**src/rtl/disp_pkg.sv**
```systemverilog
// Shared types and seven-segment constants for the result display path.
// Segment order is {g,f,e,d,c,b,a}, active-low.
package disp_pkg;

    typedef enum logic [1:0] {
        IDLE  = 2'd0,
        SHIFT = 2'd1,
        LATCH = 2'd2
    } state_t;

    localparam logic [6:0] SEG_0     = 7'b1000000;
    localparam logic [6:0] SEG_1     = 7'b1111001;
    localparam logic [6:0] SEG_2     = 7'b0100100;
    localparam logic [6:0] SEG_3     = 7'b0110000;
    localparam logic [6:0] SEG_4     = 7'b0011001;
    localparam logic [6:0] SEG_5     = 7'b0010010;
    localparam logic [6:0] SEG_6     = 7'b0000010;
    localparam logic [6:0] SEG_7     = 7'b1111000;
    localparam logic [6:0] SEG_8     = 7'b0000000;
    localparam logic [6:0] SEG_9     = 7'b0010000;
    localparam logic [6:0] SEG_BLANK = 7'b1111111;

    // Non-decimal nibbles cannot come out of the converter; show them blank.
    function automatic logic [6:0] seg_decode(input logic [3:0] digit);
        logic [6:0] seg;
        case (digit)
            4'd0:    seg = SEG_0;
            4'd1:    seg = SEG_1;
            4'd2:    seg = SEG_2;
            4'd3:    seg = SEG_3;
            4'd4:    seg = SEG_4;
            4'd5:    seg = SEG_5;
            4'd6:    seg = SEG_6;
            4'd7:    seg = SEG_7;
            4'd8:    seg = SEG_8;
            4'd9:    seg = SEG_9;
            default: seg = SEG_BLANK;
        endcase
        return seg;
    endfunction

endpackage

```
**src/rtl/bin_a_bcd.sv**
```systemverilog
// Sequential double-dabble converter: one bit per clock, WIDTH clocks per value.
// done is high during the cycle whose closing edge performs the final shift.
module bin_a_bcd #(
    parameter int WIDTH  = 12,
    parameter int DIGITS = 4
) (
    input  logic                  clk,
    input  logic                  rst,
    input  logic                  start,
    input  logic [WIDTH-1:0]      bin,
    output logic                  done,
    output logic [4*DIGITS-1:0]   bcd
);

    localparam int CW = $clog2(WIDTH + 1);

    logic [WIDTH-1:0]    r_bin;
    logic [4*DIGITS-1:0] r_bcd;
    logic [CW-1:0]       r_cnt;
    logic                r_run;
    logic [4*DIGITS-1:0] w_adj;
    logic                w_last;

    // Add-3 correction on every nibble that would overflow past 9 after the shift.
    always_comb begin
        w_adj = r_bcd;
        for (int i = 0; i < DIGITS; i++) begin
            if (r_bcd[4*i +: 4] >= 4'd5) begin
                w_adj[4*i +: 4] = r_bcd[4*i +: 4] + 4'd3;
            end else begin
                w_adj[4*i +: 4] = r_bcd[4*i +: 4];
            end
        end
    end

    assign w_last = r_run && (r_cnt == CW'(WIDTH - 1));

    // Shift register, BCD accumulator and bit counter.
    always_ff @(posedge clk) begin
        if (rst) begin
            r_bin <= '0;
            r_bcd <= '0;
            r_cnt <= '0;
            r_run <= 1'b0;
        end else if (start) begin
            r_bin <= bin;
            r_bcd <= '0;
            r_cnt <= '0;
            r_run <= 1'b1;
        end else if (r_run) begin
            r_bcd <= {w_adj[4*DIGITS-2:0], r_bin[WIDTH-1]};
            r_bin <= {r_bin[WIDTH-2:0], 1'b0};
            r_cnt <= r_cnt + CW'(1);
            r_run <= !w_last;
        end else begin
            r_bin <= r_bin;
            r_bcd <= r_bcd;
            r_cnt <= r_cnt;
            r_run <= r_run;
        end
    end

    assign done = w_last;
    assign bcd  = r_bcd;

endmodule

```
**src/rtl/muestra_resultado.sv**
```systemverilog
// Result display: accepts a binary value, converts it to BCD and drives a
// multiplexed active-low seven-segment display with leading-zero blanking.
module muestra_resultado
    import disp_pkg::*;
#(
    parameter int WIDTH       = 12,
    parameter int DIGITS      = 4,
    parameter int REFRESH_DIV = 27000
) (
    input  logic              clk,
    input  logic              rst,
    input  logic [WIDTH-1:0]  valor,
    input  logic              valor_valid,
    output logic              listo,
    output logic              ocupado,
    output logic [DIGITS-1:0] anodo,
    output logic [6:0]        segmentos
);

    localparam longint MAX_BIN = (longint'(1) << WIDTH) - longint'(1);
    localparam longint MAX_BCD = (longint'(10) ** DIGITS) - longint'(1);
    localparam int     CNT_W   = $clog2(REFRESH_DIV);
    localparam int     IDX_W   = (DIGITS > 1) ? $clog2(DIGITS) : 1;

    if (MAX_BIN > MAX_BCD) begin : g_width_check
        $error("muestra_resultado: WIDTH too large for DIGITS decimal digits");
    end
    if (REFRESH_DIV < 2) begin : g_div_check
        $error("muestra_resultado: REFRESH_DIV must be at least 2");
    end

    state_t              r_state;
    state_t              w_state_next;
    logic                w_start;
    logic                w_latch;
    logic                w_done;
    logic [4*DIGITS-1:0] w_bcd;
    logic [4*DIGITS-1:0] r_disp;
    logic [4*DIGITS-1:0] w_disp_next;
    logic [CNT_W-1:0]    r_cnt;
    logic [CNT_W-1:0]    w_cnt_next;
    logic [IDX_W-1:0]    r_idx;
    logic [IDX_W-1:0]    w_idx_next;
    logic [DIGITS-1:0]   w_blank;
    logic                w_higher_nz;
    logic [3:0]          w_digit;
    logic [6:0]          w_seg_next;
    logic                r_listo;
    logic                r_ocupado;
    logic [DIGITS-1:0]   r_anodo;
    logic [6:0]          r_seg;

    bin_a_bcd #(
        .WIDTH  (WIDTH),
        .DIGITS (DIGITS)
    ) u_bin_a_bcd (
        .clk   (clk),
        .rst   (rst),
        .start (w_start),
        .bin   (valor),
        .done  (w_done),
        .bcd   (w_bcd)
    );

    // Handshake/conversion state register.
    always_ff @(posedge clk) begin
        if (rst) begin
            r_state <= IDLE;
        end else begin
            r_state <= w_state_next;
        end
    end

    // Next state, converter start and display latch strobe.
    always_comb begin
        w_state_next = r_state;
        w_start      = 1'b0;
        w_latch      = 1'b0;
        case (r_state)
            IDLE: begin
                if (valor_valid) begin
                    w_start      = 1'b1;
                    w_state_next = SHIFT;
                end else begin
                    w_state_next = IDLE;
                end
            end
            SHIFT: begin
                if (w_done) begin
                    w_state_next = LATCH;
                end else begin
                    w_state_next = SHIFT;
                end
            end
            LATCH: begin
                w_latch      = 1'b1;
                w_state_next = IDLE;
            end
            default: begin
                w_state_next = IDLE;
            end
        endcase
    end

    // Outputs are computed from next-cycle values so the registers line up with the display state.
    always_comb begin
        w_disp_next = w_latch ? w_bcd : r_disp;
        w_cnt_next  = (r_cnt == CNT_W'(REFRESH_DIV - 1)) ? '0 : r_cnt + CNT_W'(1);
        if (r_cnt == CNT_W'(REFRESH_DIV - 1)) begin
            w_idx_next = (r_idx == IDX_W'(DIGITS - 1)) ? '0 : r_idx + IDX_W'(1);
        end else begin
            w_idx_next = r_idx;
        end
    end

    // Leading-zero blanking, scanned from the most significant digit down.
    always_comb begin
        w_higher_nz = 1'b0;
        w_blank     = '0;
        for (int i = DIGITS - 1; i >= 0; i--) begin
            w_higher_nz = w_higher_nz | (w_disp_next[4*i +: 4] != 4'd0);
            w_blank[i]  = (i != 0) && !w_higher_nz;
        end
    end

    // Segment pattern for the digit slot selected next cycle.
    always_comb begin
        w_digit    = w_disp_next[{w_idx_next, 2'b00} +: 4];
        w_seg_next = w_blank[w_idx_next] ? SEG_BLANK : seg_decode(w_digit);
    end

    // Display register, scan counter and registered outputs.
    always_ff @(posedge clk) begin
        if (rst) begin
            r_disp    <= '0;
            r_cnt     <= '0;
            r_idx     <= '0;
            r_listo   <= 1'b1;
            r_ocupado <= 1'b0;
            r_anodo   <= ~DIGITS'(1);
            r_seg     <= SEG_0;
        end else begin
            r_disp    <= w_disp_next;
            r_cnt     <= w_cnt_next;
            r_idx     <= w_idx_next;
            r_listo   <= (w_state_next == IDLE);
            r_ocupado <= (w_state_next != IDLE);
            r_anodo   <= ~(DIGITS'(1) << w_idx_next);
            r_seg     <= w_seg_next;
        end
    end

    assign listo     = r_listo;
    assign ocupado   = r_ocupado;
    assign anodo     = r_anodo;
    assign segmentos = r_seg;

endmodule

```
**config.mk**
```make
export PLATFORM = sky130hd
export DESIGN_NAME = muestra_resultado
export DESIGN_NICKNAME = d
export VERILOG_FILES = /design/src/rtl/disp_pkg.sv /design/src/rtl/bin_a_bcd.sv /design/src/rtl/muestra_resultado.sv
export SDC_FILE = /design/constraint.sdc
export NUM_CORES = 1
export LEC_CHECK = 0
export CORE_MARGIN = 4
export CORE_UTILIZATION = 25
export DETAILED_ROUTE_END_ITERATION = 8
export GPL_TIMING_DRIVEN = 0
export PLACE_DENSITY = 0.39
export SYNTH_ARGS = -nofsm -noshare
export SYNTH_HDL_FRONTEND = slang
export SYNTH_SLANG_ARGS = --single-unit
```
**constraint.sdc**
```tcl
create_clock -name clk -period 4.9 [get_ports clk]
set_clock_uncertainty 0.15 [all_clocks]
set_input_delay 0.98 -clock clk [delete_from_list [all_inputs] [get_ports clk]]
set_output_delay 0.98 -clock clk [all_outputs]
set_load 0.02 [all_outputs]
```
==> results.json <==
{
  "status": "finished, final reports clean",
  "synth_fa_ha_area_share_pct": 5.19,
  "die_x_um": 132,
  "synthXorXnorAreaFrac_pct": 4.54,
  "ioPinCount": 28,
  "crit_required_ps": 4980,
  "detail-route-antenna-nets": 0,
  "drc": 0,
  "yosysWarnings": 0,
  "cts_root_buf": "clkbuf_16",
  "min_path_type": "flip-flop to flip-flop",
  "peakVddDrop_uv": 193,
  "syn-cell-area_mm2": 0.00386,
  "tightest_slew_ps": 666,
  "yosysSeqAreaShare_pct": 42.0,
  "switching_share_pct": 22.1,
  "post_drt_wl_per_cell_um": 13.5,
  "p_leak_nw": 1.82,
  "nNetsFinal": 504,
  "vias_per_cell": 4.50,
  "clk_pin_slew_ps": 60,
  "synth.area.top_cells": "dfxtp_1 (42%), mux2i_1 (8.0%), nor2_1 (7.3%)",
  "synth_cells": 435,
  "hold_buffers": 0,
  "maxSlewHeadroom_pct": 54.7,
  "firstDrtPassIters": 4,
  "initial_core_util_pct": 25.5,
  "grt_antenna_before_repair": 0,
  "rsz0062_at_grt": "false",
  "power_switching_mw": 0.325,
  "gp_congestion": 0.749,
  "layout-drive-gt1-share_pct": 7.53,
  "synth_flop_cell": "dfxtp_1",
  "combPwrFrac_pct": 5.9,
  "power_frac_clock_pct": 47.7,
  "dp_hpwl_um": 6610,
  "final_common_cell": "dfxtp_1",
  "synth_top_area_share_pct": 42.0,
  "grt_pass1_wl_um": 14900,
  "cp_max_fo": 7,
  "p_int_mw": 1.15,
  "layout_common_cells": "dfxtp_1 (81), nor2_1 (75), nand2_1 (34), a21oi_1 (34), mux2i_1 (31)",
  "rows": 45,
  "clk_latency_ps": 350,
  "avgSynthCellArea_um2": 8.87,
  "overflow": 0,
  "tns_ps": 0,
  "synth_edf_count": 0,
  "stdcell_area_mm2": 0.00467,
  "power_density_mw_per_mm2": 315,
  "preCtsSetupSlack_ps": 1240,
  "seq_area_mm2": 0.00162,
  "setup_viol": 0,
  "placed_cell_area_mm2": 0.00436,
  "timing.final.hold_violations": 0,
  "synth_top_area_cell": "dfxtp_1",
  "vias": 3000,
  "n_antenna_cell": 0,
  "grtUsageTotal_pct": 10.7,
  "synth_compound_area_share_pct": 13.7,
  "io_buffers": 27,
  "numCtsBuffers": 9,
  "fill_cells": 1579,
  "synth_cell_types": 55,
  "period_share_pct": 74.4,
  "critPathLaunchType": "flip-flop",
  "cp.arrival_ps": 3730,
  "grt_max_degree": 13,
  "max_freq_mhz": 274,
  "design.die.area_mm2": 0.0175,
  "grt_pass1_vias": 2910,
  "worstSetupPathType": "flip-flop to flip-flop",
  "total_power_mw": 1.47,
  "synthesis.nets": 466,
  "finalWirelength_um": 9020,
  "core-area_mm2": 0.0151,
  "cts_setup_buffers": 0,
  "multi_input_area_mm2": 0.00206,
  "die_y_um": 132,
  "fin_util_pct": 30.8,
  "synth_seq_cells": 81,
  "muxShareOfSynthArea_pct": 10.1,
  "clockBufferDepth": 2,
  "clock_sink_count": 81,
  "fin_ws_ps": 1260,
  "cts_tree": "done",
  "synth-async-reset-ratio_pct": 0,
  "cts-htree-levels": 3,
  "syn2layout_area_growth_pct": 21.1,
  "cts_resized": 0,
  "drt-initial-drc-count": 102,
  "setup.worst_path.end_class": "flip-flop",
  "synth_top_family_by_area": "simple AND/OR/NAND/NOR gates",
  "period_minus_slack_ps": 3640,
  "maxCapViolCount": 0,
  "synth-simple-area-share_pct": 20.0,
  "maxSlewViolCount": 0,
  "pwr-share-seq_pct": 46.5
}
[critical path, cell delays in order (launching register included)]
cell       delay [ps]
dfxtp_1           420
ha_1              330
nand4bb_1         190
nor4_4            550
mux2_4            400
mux2i_1           150
mux2i_1           530
inv_1             140
ha_1              230
mux2_1            280
nor2_1             90
o21ai_1            60
[cell type report]
type,instances,area share (%)
well taps,188,5.03
flip-flops and latches,81,34.7
clock buffers,14,5.87
inverters,17,1.37
repair buffers,27,5.78
multi-input cells,316,44.2
clock inverters,2,0.750
plain buffers,21,2.30
[stage by stage]
stage | instances | hold WS (ps)
after CTS | 666 | 317
after floorplan | 435 | 286
after global routing | 666 | 336
after global placement | 650 | 306
final | 666 | 316
after detailed placement | 650 | 311
[state kept, by name (all words and copies together) (netlist names)]
signal and count:
ocupado 1, listo 1, r_state 2, u_bin_a_bcd.bcd 16, r_disp 16, r_idx 2, u_bin_a_bcd.r_bin 12, u_bin_a_bcd.r_run 1
anodo 4, u_bin_a_bcd.r_cnt 4, segmentos 7, r_cnt 15
[power by group through the flow]
stage                     Clock, mW  Sequential [mW]  Combinational, mW
after detailed placement          0            0.698             0.0876
after CTS                     0.730            0.684             0.0881
after floorplan                   0            0.697             0.0535
after global placement            0            0.698             0.0880
after global routing          0.756            0.685             0.0956
final                         0.702            0.684             0.0863
[metal layers]
metal / wire length, um / vias to the layer above / track usage (%)
met4: 149 / 0 / 4.16
met3: 366 / 13 / 3.63
met5: 0 / - / 0
li1: - / 1558 / -
met1: 4470 / 1385 / 13.9
met2: 4030 / 44 / 16.4
[synth_stat cells (all sizes together) (5+ instances only)]
master / n
ha: 16
nand2b: 6
nor2: 77
clkbuf: 17
mux2i: 33
nand2: 34
o21ai: 17
and3: 5
inv: 17
nand3: 12
dfxtp: 81
xor2: 11
a211oi: 11
a21oi: 38
xnor2: 9
[final timing paths]
path	start	slack [ps]	end	depth (start not counted)
min	r_disp[3]	320	r_disp[3]	2
min reg2reg	r_disp[3]	320	r_disp[3]	2
max reg2reg	r_cnt[0]	1260	segmentos[6]	11
max	r_cnt[0]	1260	segmentos[6]	11
[logic make-up (layout without fill, tap and decap cells)]
group,Yosys count,in the layout
and+or+nand+nor,162,162
AOI/OAI and AO/OA,81,81
DFF,81,81
buffers and inverters,38,81
muxes,37,37
xor gates and xnor gates,20,20
adders and majority gates,16,16
Power figures use the tool's default switching activity.
